==> config.mk <==
export PLATFORM = sky130hd
export DESIGN_NAME = waveform_generator
export DESIGN_NICKNAME = d
export VERILOG_FILES = /design/src/rtl/waveform_generator.sv
export SDC_FILE = /design/constraint.sdc
export NUM_CORES = 1
export LEC_CHECK = 0
export CORE_MARGIN = 3
export CORE_UTILIZATION = 49
export CTS_CLUSTER_DIAMETER = 150
export DETAILED_ROUTE_END_ITERATION = 8
export GPL_TIMING_DRIVEN = 0
export PLACE_DENSITY = 0.7
export SYNTH_ARGS = -nofsm -noshare
export SYNTH_HDL_FRONTEND = slang
export SYNTH_SLANG_ARGS = --single-unit
==> constraint.sdc <==
create_clock -name sysclk -period 2.2 [get_ports sysclk]
set_input_delay 0.44 -clock sysclk [delete_from_list [all_inputs] [get_ports sysclk]]
set_output_delay 0.44 -clock sysclk [all_outputs]
set_load 0.1 [all_outputs]
==> src/rtl/waveform_generator.sv <==
// -----------------------------------------------------------------------------
// waveform_generator
//
// Multi-mode periodic waveform source that feeds the PWM comparator. A
// free-running prescaler produces one tick every 2^PW enabled cycles. A
// programmable step divider turns every scale_eff ticks into one phase step.
// A DW-bit phase accumulator is then shaped into one of four waveforms and
// registered onto duty_out.
//
// Parameters:
//   DW  duty/phase width in bits (>= 2)
//   PW  prescaler width; one tick every 2^PW enabled cycles
//   SW  width of the scale input
//
// Ports:
//   sysclk        in   1   system clock, all state on the rising edge
//   rst_n         in   1   asynchronous active-low reset
//   enable        in   1   run/stop; low clears the counters and forces 0 out
//   mode          in   2   00 saw up, 01 saw down, 10 triangle, 11 square
//   scale         in   SW  ticks per phase step (0 behaves as 1)
//   duty_out      out  DW  registered waveform sample
//   period_start  out  1   one-cycle strobe while duty_out shows phase 0
// -----------------------------------------------------------------------------
module waveform_generator #(
    parameter int DW = 7,
    parameter int PW = 6,
    parameter int SW = 6
) (
    input  logic          sysclk,
    input  logic          rst_n,
    input  logic          enable,
    input  logic [1:0]    mode,
    input  logic [SW-1:0] scale,
    output logic [DW-1:0] duty_out,
    output logic          period_start
);

    localparam logic [1:0] MODE_SAW_UP   = 2'b00;
    localparam logic [1:0] MODE_SAW_DOWN = 2'b01;
    localparam logic [1:0] MODE_TRIANGLE = 2'b10;
    localparam logic [1:0] MODE_SQUARE   = 2'b11;

    logic [PW-1:0] r_pre;
    logic [SW-1:0] r_stp;
    logic [DW-1:0] r_phase;
    logic [DW-1:0] r_prev_phase;
    logic [DW-1:0] r_duty;
    logic          r_period_start;

    logic          w_tick;
    logic [SW-1:0] w_scale_eff;
    logic          w_step;
    logic [DW-1:0] w_shape;
    logic [DW-1:0] w_tri_ramp;
    logic          w_wrap;

    assign w_tick      = enable & (r_pre == {PW{1'b1}});
    assign w_scale_eff = (scale == '0) ? SW'(1) : scale;
    // ">=" rather than "==": if scale shrinks below the running count, the
    // step fires on the next tick instead of waiting for stp to wrap.
    assign w_step      = w_tick & (r_stp >= (w_scale_eff - SW'(1)));

    // Triangle: phase doubled (MSB dropped) rises over the first half and is
    // inverted over the second half, so each ramp spans half the period.
    assign w_tri_ramp  = {r_phase[DW-2:0], 1'b0};

    // Phase has just wrapped to 0 from a non-zero value. prev_phase is cleared
    // while disabled, so the restart from phase 0 does not strobe.
    assign w_wrap      = (r_phase == '0) & (r_prev_phase != '0);

    always_comb begin
        w_shape = r_phase;
        case (mode)
            MODE_SAW_UP:   w_shape = r_phase;
            MODE_SAW_DOWN: w_shape = ~r_phase;
            MODE_TRIANGLE: w_shape = r_phase[DW-1] ? ~w_tri_ramp : w_tri_ramp;
            MODE_SQUARE:   w_shape = {DW{~r_phase[DW-1]}};
            default:       w_shape = r_phase;
        endcase
    end

    // Counters: a low enable clears everything, winning over a same-cycle tick.
    always_ff @(posedge sysclk or negedge rst_n) begin
        if (!rst_n) begin
            r_pre        <= '0;
            r_stp        <= '0;
            r_phase      <= '0;
            r_prev_phase <= '0;
        end else if (!enable) begin
            r_pre        <= '0;
            r_stp        <= '0;
            r_phase      <= '0;
            r_prev_phase <= '0;
        end else begin
            r_pre        <= r_pre + PW'(1);
            r_prev_phase <= r_phase;
            if (w_step) begin
                r_stp   <= '0;
                r_phase <= r_phase + DW'(1);
            end else if (w_tick) begin
                r_stp   <= r_stp + SW'(1);
            end
        end
    end

    // Output registers: one cycle behind phase, so duty and strobe line up.
    always_ff @(posedge sysclk or negedge rst_n) begin
        if (!rst_n) begin
            r_duty         <= '0;
            r_period_start <= 1'b0;
        end else begin
            r_duty         <= enable ? w_shape : '0;
            r_period_start <= enable & w_wrap;
        end
    end

    assign duty_out     = r_duty;
    assign period_start = r_period_start;

endmodule

==> flow_summary.yaml <==
timing:
  fin_crit_sh: 1.09
  final_max_slew_viol_count: 0
  worst_slew_margin_rel: 0.354
  clock_skew_ns: 0.00409
  grt_setup_unrepaired: "yes"
  tightest_slew_ns: 0.968
  achievable-frequency_ghz: 0.416
  setup-violations-final: 11
  fin_crit_ns: 2.40
  final.setup.worst_slack_ns: -0.202
  hold_viol: 0
  totalNegativeSetupSlack_ns: -1.11
synth:
  gate_count_of_the_mapped_netlist: 190
  postSynthAreaPerCell_um2: 9.95
  synthesis.nets: 212
  synth_top_area_share: 0.450
  post_synth_instance_area_um2: 1890
  yosysWarnings: 0
  most_area_consuming_cells_after_synthesis: "sky130_fd_sc_hd__dfrtp_1 45%, sky130_fd_sc_hd__ha_1 7.3%, sky130_fd_sc_hd__xor2_1 6.5%, sky130_fd_sc_hd__nor2_1 5.2%, sky130_fd_sc_hd__a21oi_1 2.9%"
  ys_seq_elements: 34
  synthDominantAreaCellType: "sky130_fd_sc_hd__dfrtp_1"
  register_area_share_after_synthesis: 0.450
  synth_cell_type_count: 35
worst_setup_path:
  timing_worst_setup_path_type: "in -> reg"
  critPathBufInv: 2
  worstReg2RegEnd: "r_phase[5]$_DFFE_PN0P_"
  regToRegStartpoint: "r_stp[0]$_DFFE_PN0P_"
  crit_path_top_delay_cell: "sky130_fd_sc_hd__or4_1"
  critPathCaptureType: "flip-flop"
  family_with_the_most_delay_on_the_worst_path: "simple AND/OR/NAND/NOR gates"
  worstPathCellList: "buf_8 > nor2_4 > nand2_2 > nor2_4 > nor2_2 > ha_2 > nand2_2 > xor2_1 > ha_1 > nand4_1 > o221a_4 > buf_12 > or4_1 > a21oi_2"
  end_of_the_critical_path: "r_phase[5]$_DFFE_PN0P_"
  crit_fanout: 6
  ff2ff_path_depth: 8
  worstPathArrival_ns: 2.63
  critical_path.startpoint_type: "input port"
  setup.reg_to_reg.worst_slack_ns: 0.20
  crit_start: "scale[2]"
  delay_contributed_by_the_slowest_stage_of_the_critical_path_ns: 0.44
  cp_data_required_time_ns: 2.43
  cp.depth: 14
routing:
  dr_total_vias: 1504
  first_iter_violations: 79
  ant_nets: 0
  wl_mm: 4.17
  route.detailed.wl_per_inst_um: 15.3
  route.detailed.drc: 0
  detail_route.vias_per_cell: 5.53
  dr.pass1.iters: 4
clock_network:
  htreeDepth: 2
  cts.clk_slew.worst_paths_ns: 0.07
  cts_hold_buf: 0
  cts_tree: "done"
  clk-insertion-delay-late_ns: 0.29
  tritoncts_num_sinks: 34
  cts_root_buffer: "sky130_fd_sc_hd__clkbuf_8"
  cts_inserted_buffers: 5
  clock_buffer_depth: 2
die:
  core_area_um2: 3520
  die_height_um: 68.1
  fp.dieArea_um2: 4640
  placementRows: 21
  top_level_ports: 19
  dieWidth_um: 68.1
  initial_core_util: 0.537
cells_and_area:
  layout-drive-gt1-share: 0.270
  multi_input_area_um2: 1070
  fillerInstances: 265
  area_growth_syn_to_layout_pct: 31.2
  sequential_cell_area_um2: 851
  antenna_cells: 0
  finalInstanceArea_um2: 2480
  layout.nets: 247
global_route:
  grt_start_max_net_pins: 35
  gr-usage-all-layers: 0.204
  groute.layer.met3.usage: 0.0624
  grt_use_met1: 0.222
  grt_remaining_overflow: 0
  via_count_of_the_first_global_routing_pass: 1471
  grt_busiest_layer: "met2"
  number_of_antenna_violations_at_the_first_check_in_global_routing: 0
  grt_pass1_wl_mm: 6.81
  use_met2: 0.350
status:
  outcome: "finished with violations"
  failed_checks: "negative setup slack"
place:
  portBuffers: 18
  hpwl_mm: 2.75
  placement.setup.worst_slack_ns: -1.03
  routability_congestion_estimate_from_global_placement: 0.825
  placement_cell_area_um2: 2140
power_and_ir_drop:
  worst_ir_drop_vdd_uv: 346
  cell_area_power_density_nw_per_um2: 543
  leakage_nw: 1.20
flow_run:
  maxCapViolations: 0
worst_hold_path:
  hold_class: "in -> async"
metal layers:
metal / wire [um] / share of wire
met5: 0 / 0
met3: 184 / 0.044
met2: 2130 / 0.51
met1: 1740 / 0.42
met4: 119 / 0.029
cell families (layout without fill, tap and decap cells):
family / after synthesis / in the layout / synth area share
AO/OA/AOI/OAI: 38 / 38 / 0.134
XOR/XNOR: 18 / 18 / 0.0834
adder cells (fa/ha/maj): 11 / 11 / 0.0728
buffers and inverters: 15 / 51 / 0.0576
flip-flops: 34 / 34 / 0.450
multiplexers: 2 / 2 / 0.0113
AND/OR/NAND/NOR: 72 / 72 / 0.191
synthesized netlist by cell type:
master	number
sky130_fd_sc_hd__and3_1	5
sky130_fd_sc_hd__xor2_1	14
sky130_fd_sc_hd__a211oi_1	5
sky130_fd_sc_hd__clkbuf_8	4
sky130_fd_sc_hd__buf_6	1
sky130_fd_sc_hd__a21oi_1	11
sky130_fd_sc_hd__o211a_1	1
sky130_fd_sc_hd__xnor2_1	4
sky130_fd_sc_hd__nand2b_1	2
sky130_fd_sc_hd__or4_1	3
sky130_fd_sc_hd__nor4_1	2
sky130_fd_sc_hd__o31ai_1	5
sky130_fd_sc_hd__and2_1	6
sky130_fd_sc_hd__ha_1	11
sky130_fd_sc_hd__nor2_1	26
sky130_fd_sc_hd__inv_1	5
sky130_fd_sc_hd__nor2b_1	4
sky130_fd_sc_hd__and3_2	1
sky130_fd_sc_hd__a21oi_2	1
sky130_fd_sc_hd__or3_2	1
sky130_fd_sc_hd__nor3_1	2
sky130_fd_sc_hd__or3_1	1
sky130_fd_sc_hd__o21ai_0	10
sky130_fd_sc_hd__buf_4	1
sky130_fd_sc_hd__mux2i_1	1
sky130_fd_sc_hd__o221a_4	1
sky130_fd_sc_hd__a22o_1	4
sky130_fd_sc_hd__nand3_1	5
sky130_fd_sc_hd__nand4b_1	1
sky130_fd_sc_hd__dfrtp_1	34
sky130_fd_sc_hd__buf_2	1
sky130_fd_sc_hd__nand2_1	10
sky130_fd_sc_hd__clkbuf_1	3
sky130_fd_sc_hd__mux2_2	1
sky130_fd_sc_hd__nand4_1	3
where the power goes:
| part | leakage, nW | internal, mW | switching (mW) | total [mW] |
|---|---|---|---|---|
| Sequential | 0.464 | 0.637 | 0.00500 | 0.642 |
| Combinational | 0.687 | 0.0720 | 0.141 | 0.213 |
| Clock | 0.0472 | 0.251 | 0.240 | 0.492 |
| Total | 1.20 | 0.961 | 0.386 | 1.35 |
worst reg2reg max path: cells and delay by family, from the launching register on:
family | cells | cell delay [ns]
and+or+nand+nor | 2 | 0.55
adders and majority gates | 1 | 0.27
DFF | 1 | 0.40
AOI/OAI and AO/OA | 3 | 0.51
buffers and inverters | 2 | 0.22
area by class of cell:
cell class / count / share of cell area
multi-input combinational: 141 / 0.433
sequential: 34 / 0.343
timing repair buffer: 28 / 0.114
buffer: 10 / 0.0408
clock buffer: 6 / 0.0333
tap: 46 / 0.0232
inverter: 5 / 0.00756
clock inverter: 2 / 0.00504
registers in the layout, indices dropped and copies added, names as in the netlist:
signal,cells
r_pre,6
period_start,1
r_stp,6
duty_out,7
r_prev_phase,7
r_phase,7
worst min-delay path by stage:
stage                        from                   endpoint  slack [ns]
2_1_floorplan               rst_n      duty_out[0]$_DFF_PN0_        0.14
3_3_place_gp   r_pre[0]$_DFF_PN0_         r_pre[0]$_DFF_PN0_        0.44
3_5_place_dp   r_pre[0]$_DFF_PN0_         r_pre[0]$_DFF_PN0_        0.46
4_1_cts                     rst_n      duty_out[4]$_DFF_PN0_        0.23
5_1_grt                     rst_n      duty_out[4]$_DFF_PN0_        0.26
6_report                    rst_n  r_prev_phase[6]$_DFF_PN0_        0.21
placed cells by master (no fill, tap or decap), types with 6 or more instances in the layout:
master                     count
sky130_fd_sc_hd__o21ai_0       6
sky130_fd_sc_hd__and2_1        6
sky130_fd_sc_hd__dfrtp_1      34
sky130_fd_sc_hd__a21oi_2       9
sky130_fd_sc_hd__clkbuf_8     10
sky130_fd_sc_hd__xor2_1       14
sky130_fd_sc_hd__nand2_1       8
sky130_fd_sc_hd__ha_1         10
sky130_fd_sc_hd__buf_4         9
sky130_fd_sc_hd__nor2_1       21
stage by stage:
step | cells | util | power, mW | hold WS [ns]
floorplan | 190 | - | 0.783 | 0.144
global placement | 254 | 0.609 | 0.846 | 0.444
detailed placement | 254 | 0.608 | 0.851 | 0.456
CTS | 269 | 0.679 | 1.35 | 0.230
global route | 272 | 0.705 | 1.40 | 0.261
finish | 272 | 0.705 | 1.35 | 0.212
what timing repair did:
action | CTS | global route
resized for setup | 55 | 16
buffers inserted | 6 | 3
pin swaps | 13 | 7
endpoints found under the setup margin | 17 | 17
cloned | 1 | 0
Note: power is estimated with default switching activity, not from simulation.
